File: config.mk
export PLATFORM = sky130hd
export DESIGN_NAME = opcode_sweeper
export DESIGN_NICKNAME = d
export VERILOG_FILES = /design/src/rtl/opcode_sweeper.sv
export SDC_FILE = /design/constraint.sdc
export NUM_CORES = 1
export LEC_CHECK = 0
export ABC_AREA = 1
export BUFFER_PORTS_ARGS = -buffer_cell sky130_fd_sc_hd__buf_4
export CORE_UTILIZATION = 50
export DETAILED_ROUTE_END_ITERATION = 6
export PLACE_DENSITY = 0.74
export SYNTH_ARGS = -nofsm -noshare
export SYNTH_HDL_FRONTEND = slang
export SYNTH_SLANG_ARGS = --single-unit
File: constraint.sdc
create_clock -name clk -period 2 [get_ports clk]
set_input_delay 0.1 -clock clk [delete_from_list [all_inputs] [get_ports clk]]
set_output_delay 0.1 -clock clk [all_outputs]
set_load 0.02 [all_outputs]
File: src/rtl/opcode_sweeper.sv
// Opcode sweeper: drives every opcode 0..LAST to a decoder, waits SETTLE cycles, and records
// the 1-bit response in mask/count. Optional SWEEP_CHECK_EN adds exp_mask compare -> mismatch.
module opcode_sweeper #(
   parameter int SETTLE = 1,
   parameter int LAST   = 63
) (
   input  logic        clk,
   input  logic        reset,
   input  logic        start,
   output logic [5:0]  a_out,
   input  logic        b_in,
   output logic        busy,
   output logic        done,
   output logic [63:0] mask,
   output logic [6:0]  count
`ifdef SWEEP_CHECK_EN
   ,
   input  logic [63:0] exp_mask,
   output logic        mismatch
`endif
);

   typedef enum logic [1:0] {IDLE, RUN, DONE} state_t;

   localparam logic [5:0]  LAST_OP   = 6'(LAST);
   localparam logic [6:0]  COUNT_MAX = 7'(LAST + 1);
   localparam logic [3:0]  SETTLE_LD = 4'(SETTLE);

   state_t      state, state_nxt;
   logic [5:0]  a_out_nxt;
   logic        busy_nxt;
   logic        done_nxt;
   logic [63:0] mask_nxt;
   logic [6:0]  count_nxt;
   logic [3:0]  settle, settle_nxt;

`ifdef SWEEP_CHECK_EN
   localparam logic [63:0] VALID_BITS = (64'd1 << (LAST + 1)) - 64'd1;
   logic mismatch_nxt;
`endif

   // Saturating increment keeps count bounded at LAST+1 even if the FSM were ever re-entered.
   function automatic logic [6:0] sat_inc(input logic [6:0] value);
      sat_inc = (value < COUNT_MAX) ? value + 7'd1 : value;
   endfunction

   always_comb begin
      state_nxt  = state;
      a_out_nxt  = a_out;
      busy_nxt   = busy;
      done_nxt   = 1'b0;
      mask_nxt   = mask;
      count_nxt  = count;
      settle_nxt = settle;
`ifdef SWEEP_CHECK_EN
      mismatch_nxt = mismatch;
`endif
      case (state)
         IDLE, DONE: begin
            state_nxt = IDLE;
            if (start) begin
               state_nxt  = RUN;
               a_out_nxt  = 6'd0;
               busy_nxt   = 1'b1;
               mask_nxt   = 64'd0;
               count_nxt  = 7'd0;
               settle_nxt = SETTLE_LD;
`ifdef SWEEP_CHECK_EN
               mismatch_nxt = 1'b0;
`endif
            end
         end
         RUN: begin
            // settle==1 marks the SETTLE-th edge since a_out last changed.
            if (settle == 4'd1) begin
               mask_nxt[a_out] = b_in;
               if (b_in) count_nxt = sat_inc(count);
               if (a_out == LAST_OP) begin
                  state_nxt  = DONE;
                  busy_nxt   = 1'b0;
                  done_nxt   = 1'b1;
                  settle_nxt = 4'd0;
`ifdef SWEEP_CHECK_EN
                  mismatch_nxt = |((mask_nxt ^ exp_mask) & VALID_BITS);
`endif
               end else begin
                  a_out_nxt  = a_out + 6'd1;
                  settle_nxt = SETTLE_LD;
               end
            end else begin
               settle_nxt = settle - 4'd1;
            end
         end
         default: begin
            state_nxt  = IDLE;
            busy_nxt   = 1'b0;
            settle_nxt = 4'd0;
         end
      endcase
   end

   always_ff @(posedge clk) begin
      if (!reset) begin
         state  <= IDLE;
         a_out  <= 6'd0;
         busy   <= 1'b0;
         done   <= 1'b0;
         mask   <= 64'd0;
         count  <= 7'd0;
         settle <= 4'd0;
`ifdef SWEEP_CHECK_EN
         mismatch <= 1'b0;
`endif
      end else begin
         state  <= state_nxt;
         a_out  <= a_out_nxt;
         busy   <= busy_nxt;
         done   <= done_nxt;
         mask   <= mask_nxt;
         count  <= count_nxt;
         settle <= settle_nxt;
`ifdef SWEEP_CHECK_EN
         mismatch <= mismatch_nxt;
`endif
      end
   end

endmodule

# [Word-level counts from Yosys, hierarchy flattened]
# Index checks and enable logic that the tools add are counted.
[op_classes] n_addsub=3 n_mul=0 n_div=0 magnitude_cmp=3 n_eq_ne=10 n_shift=0 n_mux=28 n_bitwise=0 reduce_logical=10
[ops] cell="$mux W64" n=2
[ops] cell="$pmux W64 S2" n=1
[ops] cell="$bwmux W64" n=1
[ops] cell="$mux W7" n=4
[ops] cell="$mux W6" n=3
[ops] cell="$pmux W7 S2" n=1
[ops] cell="$ne A2 B2 Y1 const B" n=6
[ops] cell="$pmux W6 S2" n=1
[ops] cell="$reduce_and A3 Y1" n=3
[ops] cell="$mux W4" n=2
[ops] cell="$pmux W4 S2" n=1
[ops] cell="$add A7 B1 Y7 const B" n=1
[ops] cell="$lt A6 B7 Y1 const B" n=1
[ops] cell="$lt A7 B7 Y1 const B" n=1
[ops] cell="$mux W1" n=7
[ops] cell="$add A6 B1 Y6 const B" n=1
[ops] cell="$demux W1 S6" n=1
[ops] cell="$eq A6 B6 Y1 const B" n=1
[ops] cell="$ge A6 B1 Y1 const B" n=1
[ops] cell="$reduce_and A5 Y1" n=1
[ops] cell="$eq A4 B1 Y1 const B" n=1
[ops] cell="$mux W2" n=2
[ops] cell="$pmux W2 S2" n=1
[ops] cell="$reduce_and A4 Y1" n=1
[ops] cell="other kinds (9)" n=9
[totals] regBits=85 latch_bits=0 ramBits=0 rom_bits=0 out_inout_bits=79 wordCells=61 memories=0

# [Depth between registers and ports, before layout]
[logic_depth] depth_word=7 depth_mapped=10

# [Worst setup path before layout]
# Ideal clock, no wire load.
[synth_timing] kind="reg-to-reg" startpoint="reg a_out[1]" endpoint="reg a_out[0]" setup_ns=0.116 arrival_time_ns=1.390 required_time_ns=1.884 setup_slack_ns=0.494 path_stages_with_launch=11 path_buffers=0 path_cell_list="dfxtp_1 ha_1 nand2_1 inv_1 nand2_1 nand2_1 nand2_2 nand2_2 inv_1 nor2_1 nor2_1"
[synth_between] elab_chain_cells=3
[synth_lines] element="start: declaration" line_no="10" rtl="output logic [5:0] a_out,"
[synth_lines] element="start signal: assignment" line_no="116" rtl="a_out <= a_out_nxt;"
[synth_lines] element="$eq A6 B6 Y1" line_no="78" rtl="if (a_out == LAST_OP) begin"
[synth_lines] element="$ne A2 B2 Y1 (no line)"
[synth_lines] element="$reduce_and A4 Y1 (no line)"
# No other way between the ends.
# A chain may end at the register's enable or synchronous reset.

# [Final worst setup path]
[layout_timing] startpoint="reg settle[1]" endpoint="reg mask[53]"
[layout_between] elab_chain_cells=3
[layout_lines] element="start: declaration" line_no="35" rtl="logic [3:0] settle, settle_nxt;"
[layout_lines] element="start signal: assignment" line_no="121" rtl="settle <= settle_nxt;"
[layout_lines] element="$eq A4 B1 Y1" line_no="75" rtl="if (settle == 4'd1) begin"
[layout_lines] element="$ne A2 B2 Y1 (no line)"
[layout_lines] element="$reduce_and A3 Y1 (no line)"
[layout_lines] element="end signal: assignment" line_no="119" rtl="mask <= mask_nxt;"
[layout_lines] element="end: declaration" line_no="14" rtl="output logic [63:0] mask,"
# No other way between the ends.

==> results.json <==
{
  "status": "completed",
  "core_um2": 7888,
  "worst_slew_pin_slew_ns": 0.6796,
  "die_h_um": 93.27,
  "cts_buffers": 9,
  "antennaDiodeCount": 0,
  "dr.first_iter.drc_count": 323,
  "synth_area_leaders": "dfxtp_1, nor2_1, nand3_1",
  "syn_area_um2": 4165,
  "rsz0062_at_grt": "no",
  "fmax_mhz": 572.4,
  "clk_pin_slew_worst_paths_ns": 0.09,
  "synth_mux_area_share_pct": 0,
  "fin_crit_ns": 1.747,
  "grt_pass1_vias": 3949,
  "area_delta_synth_final_pct": 19.68,
  "synth_warnings": 0,
  "synthCells": 603,
  "leakagePower_nw": 1.917,
  "synthAdderAreaFrac_pct": 1.202,
  "cp-start-kind": "flop",
  "grt_max_degree": 65,
  "port-buffer-count": 82,
  "cts_setup_buffers": 0,
  "final_common_cell": "nor2_1",
  "worstPathRequired_ns": 2.27,
  "multiInputGateArea_um2": 2125,
  "pin_count": 83,
  "dp_hpwl_um": 7287,
  "clk_latency_ns": 0.35,
  "nNetsFinal": 675,
  "synth_top_area_share_pct": 40.85,
  "antenna_found_initial": 0,
  "synth_top_family_by_area": "simple AND/OR/NAND/NOR gates",
  "ant_nets": 0,
  "final_cell_mix": "nor2_1, nand3_1, buf_4",
  "pre_cts_ws_ns": 0.2465,
  "cp.arrival_ns": 2.02,
  "vias": 4333,
  "drive_gt1_share_pct": 17.86,
  "synth_edf_count": 0,
  "hold_viol_final": 0,
  "slowest_stage": "buf_4",
  "rows": 32,
  "critical_path.max_fanout": 43,
  "cts_sinks": 85,
  "grt-ovfl-total": 0,
  "skew_ns": 0.01157,
  "setup_ws_ns": 0.2528,
  "ys_dominant_reg_cell": "dfxtp_1",
  "ys_types": 27,
  "drc": 0,
  "power.density_nw_per_um2": 746.9,
  "vdd_drop_max_mv": 0.3102,
  "critPathMaxStageDelay_ns": 0.37,
  "h-tree-depth": 3,
  "finalCritPeriodShare_pct": 87.36,
  "wirelength_um": 11620,
  "relSlewSlack_pct": 54.69,
  "worst-path-buf-inv": 2,
  "cap_violations": 0,
  "seqCellArea_um2": 1702,
  "synth-compound-area-share_pct": 18.59,
  "grt_first_pass_wirelength_um": 18560,
  "die_x_um": 93.27,
  "min_path_type": "input pin to flop",
  "n_fill_cell": 764,
  "start_util_pct": 52.81,
  "syn-num-nets": 611,
  "crit_path_frequent_cell": "nand2_2",
  "hold-worst-slack_ns": 0.02785,
  "cp-end-kind": "flop",
  "clockBufferDepth": 2,
  "setup_tns_ns": 0,
  "path_cells": "inv_1 > ha_1 > nand3_4 > nand2_2 > nand2_2 > buf_4 > o21ai_0 > a21oi_1",
  "cts_tree": "built",
  "grt_usage_pct": 27.17,
  "cp_top_family": "buffers and inverters",
  "die_area_um2": 8699,
  "root_buffer": "clkbuf_8",
  "setup_viol": 0,
  "vias_per_cell": 5.598,
  "gp_congestion": 0.7936,
  "drt_pass1_iterations": 5,
  "ys_seq_area_share_pct": 40.85,
  "async_flop_share_pct": 0,
  "fin_util_pct": 63.20,
  "routedWlPerCell_um": 15.01,
  "yosysTopAreaCell": "dfxtp_1",
  "synth_seq_cells": 85,
  "slew_violations": 0,
  "synth-xor-area-share_pct": 0.2103,
  "cts_resized": 0,
  "synth_area_per_cell_um2": 6.908,
  "path_class": "flop to flop",
  "synthSimpleGateAreaFrac_pct": 31.00,
  "cts_hold_buf": 0
}
cells in the mapped netlist (2+ instances only):
master    number
a21oi_1       73
buf_6         11
clkbuf_1      19
nand3_1       92
inv_2          2
o21ai_0       59
ha_1           4
inv_1         25
dfxtp_1       85
nor2_1       134
nand2_2        6
o21ai_1       15
buf_2          6
nor3_1         2
nand2_1       57
nor4_1         2
where the power goes:
part           internal, mW  total [mW]  leakage [nW]  switching (mW)
Clock                 0.736        1.37         0.112           0.631
Combinational         0.164       0.611          1.12           0.447
Sequential             1.72        1.75         0.686          0.0285
per-layer routing:
layer | wire length, µm | track usage, % | vias up
met4 | 214 | 10.64 | 0
li1 | - | - | 2151
met2 | 5342 | 44.12 | 162
met5 | 0 | 0 | -
met1 | 5238 | 34.94 | 2001
met3 | 821 | 6.179 | 19
sequential cells by signal (all words and copies together) (netlist names):
| register | cells |
|---|---|
| busy | 1 |
| state | 2 |
| done | 1 |
| mask | 64 |
| count | 7 |
| a_out | 6 |
| settle | 4 |
worst reg2reg max path, delay by kind of cell (launching register included):
family / cells / cell delay, ns
buffers and inverters: 2 / 0.44
AO/OA/AOI/OAI: 2 / 0.35
AND/OR/NAND/NOR: 3 / 0.34
flip-flops: 1 / 0.33
adder cells (fa/ha/maj): 1 / 0.21
cell type report:
cell class	count	area share, %
clock inverters	6	1.732
inverters	28	2.134
flip-flops and latches	85	34.14
well taps	102	2.560
clock buffers	10	2.761
repair buffers	90	14.06
multi-input cells	453	42.62
path summary, 6_finish.rpt:
kind                           endpoint                   start  slack, ns  cells past startpoint
setup reg to reg  mask[53]$_SDFFE_PN0P_  settle[1]$_SDFFE_PN0P_       0.25                      8
setup / recovery  mask[53]$_SDFFE_PN0P_  settle[1]$_SDFFE_PN0P_       0.25                      8
hold / removal    state[0]$_SDFFE_PN0P_                   reset       0.03                      3
hold reg to reg    mask[2]$_SDFFE_PN0P_    mask[2]$_SDFFE_PN0P_       0.47                      2
per-stage QoR:
| step | instances | cell area, µm² | power, mW |
|---|---|---|---|
| 6_report | 774 | 4985 | 3.723 |
| 5_1_grt | 774 | 4985 | 3.884 |
| 4_1_cts | 774 | 4985 | 3.741 |
| 3_5_place_dp | 758 | 4761 | 2.394 |
| 3_3_place_gp | 758 | 4761 | 2.384 |
| 2_1_floorplan | 603 | 4165 | 2.267 |
logic make-up after synthesis:
kind of cell / Yosys count
fa+ha+maj: 4
simple gates: 297
xor+xnor: 1
buf+inv: 65
flops: 85
compound gates: 151
(Power assumes the default switching activity.)
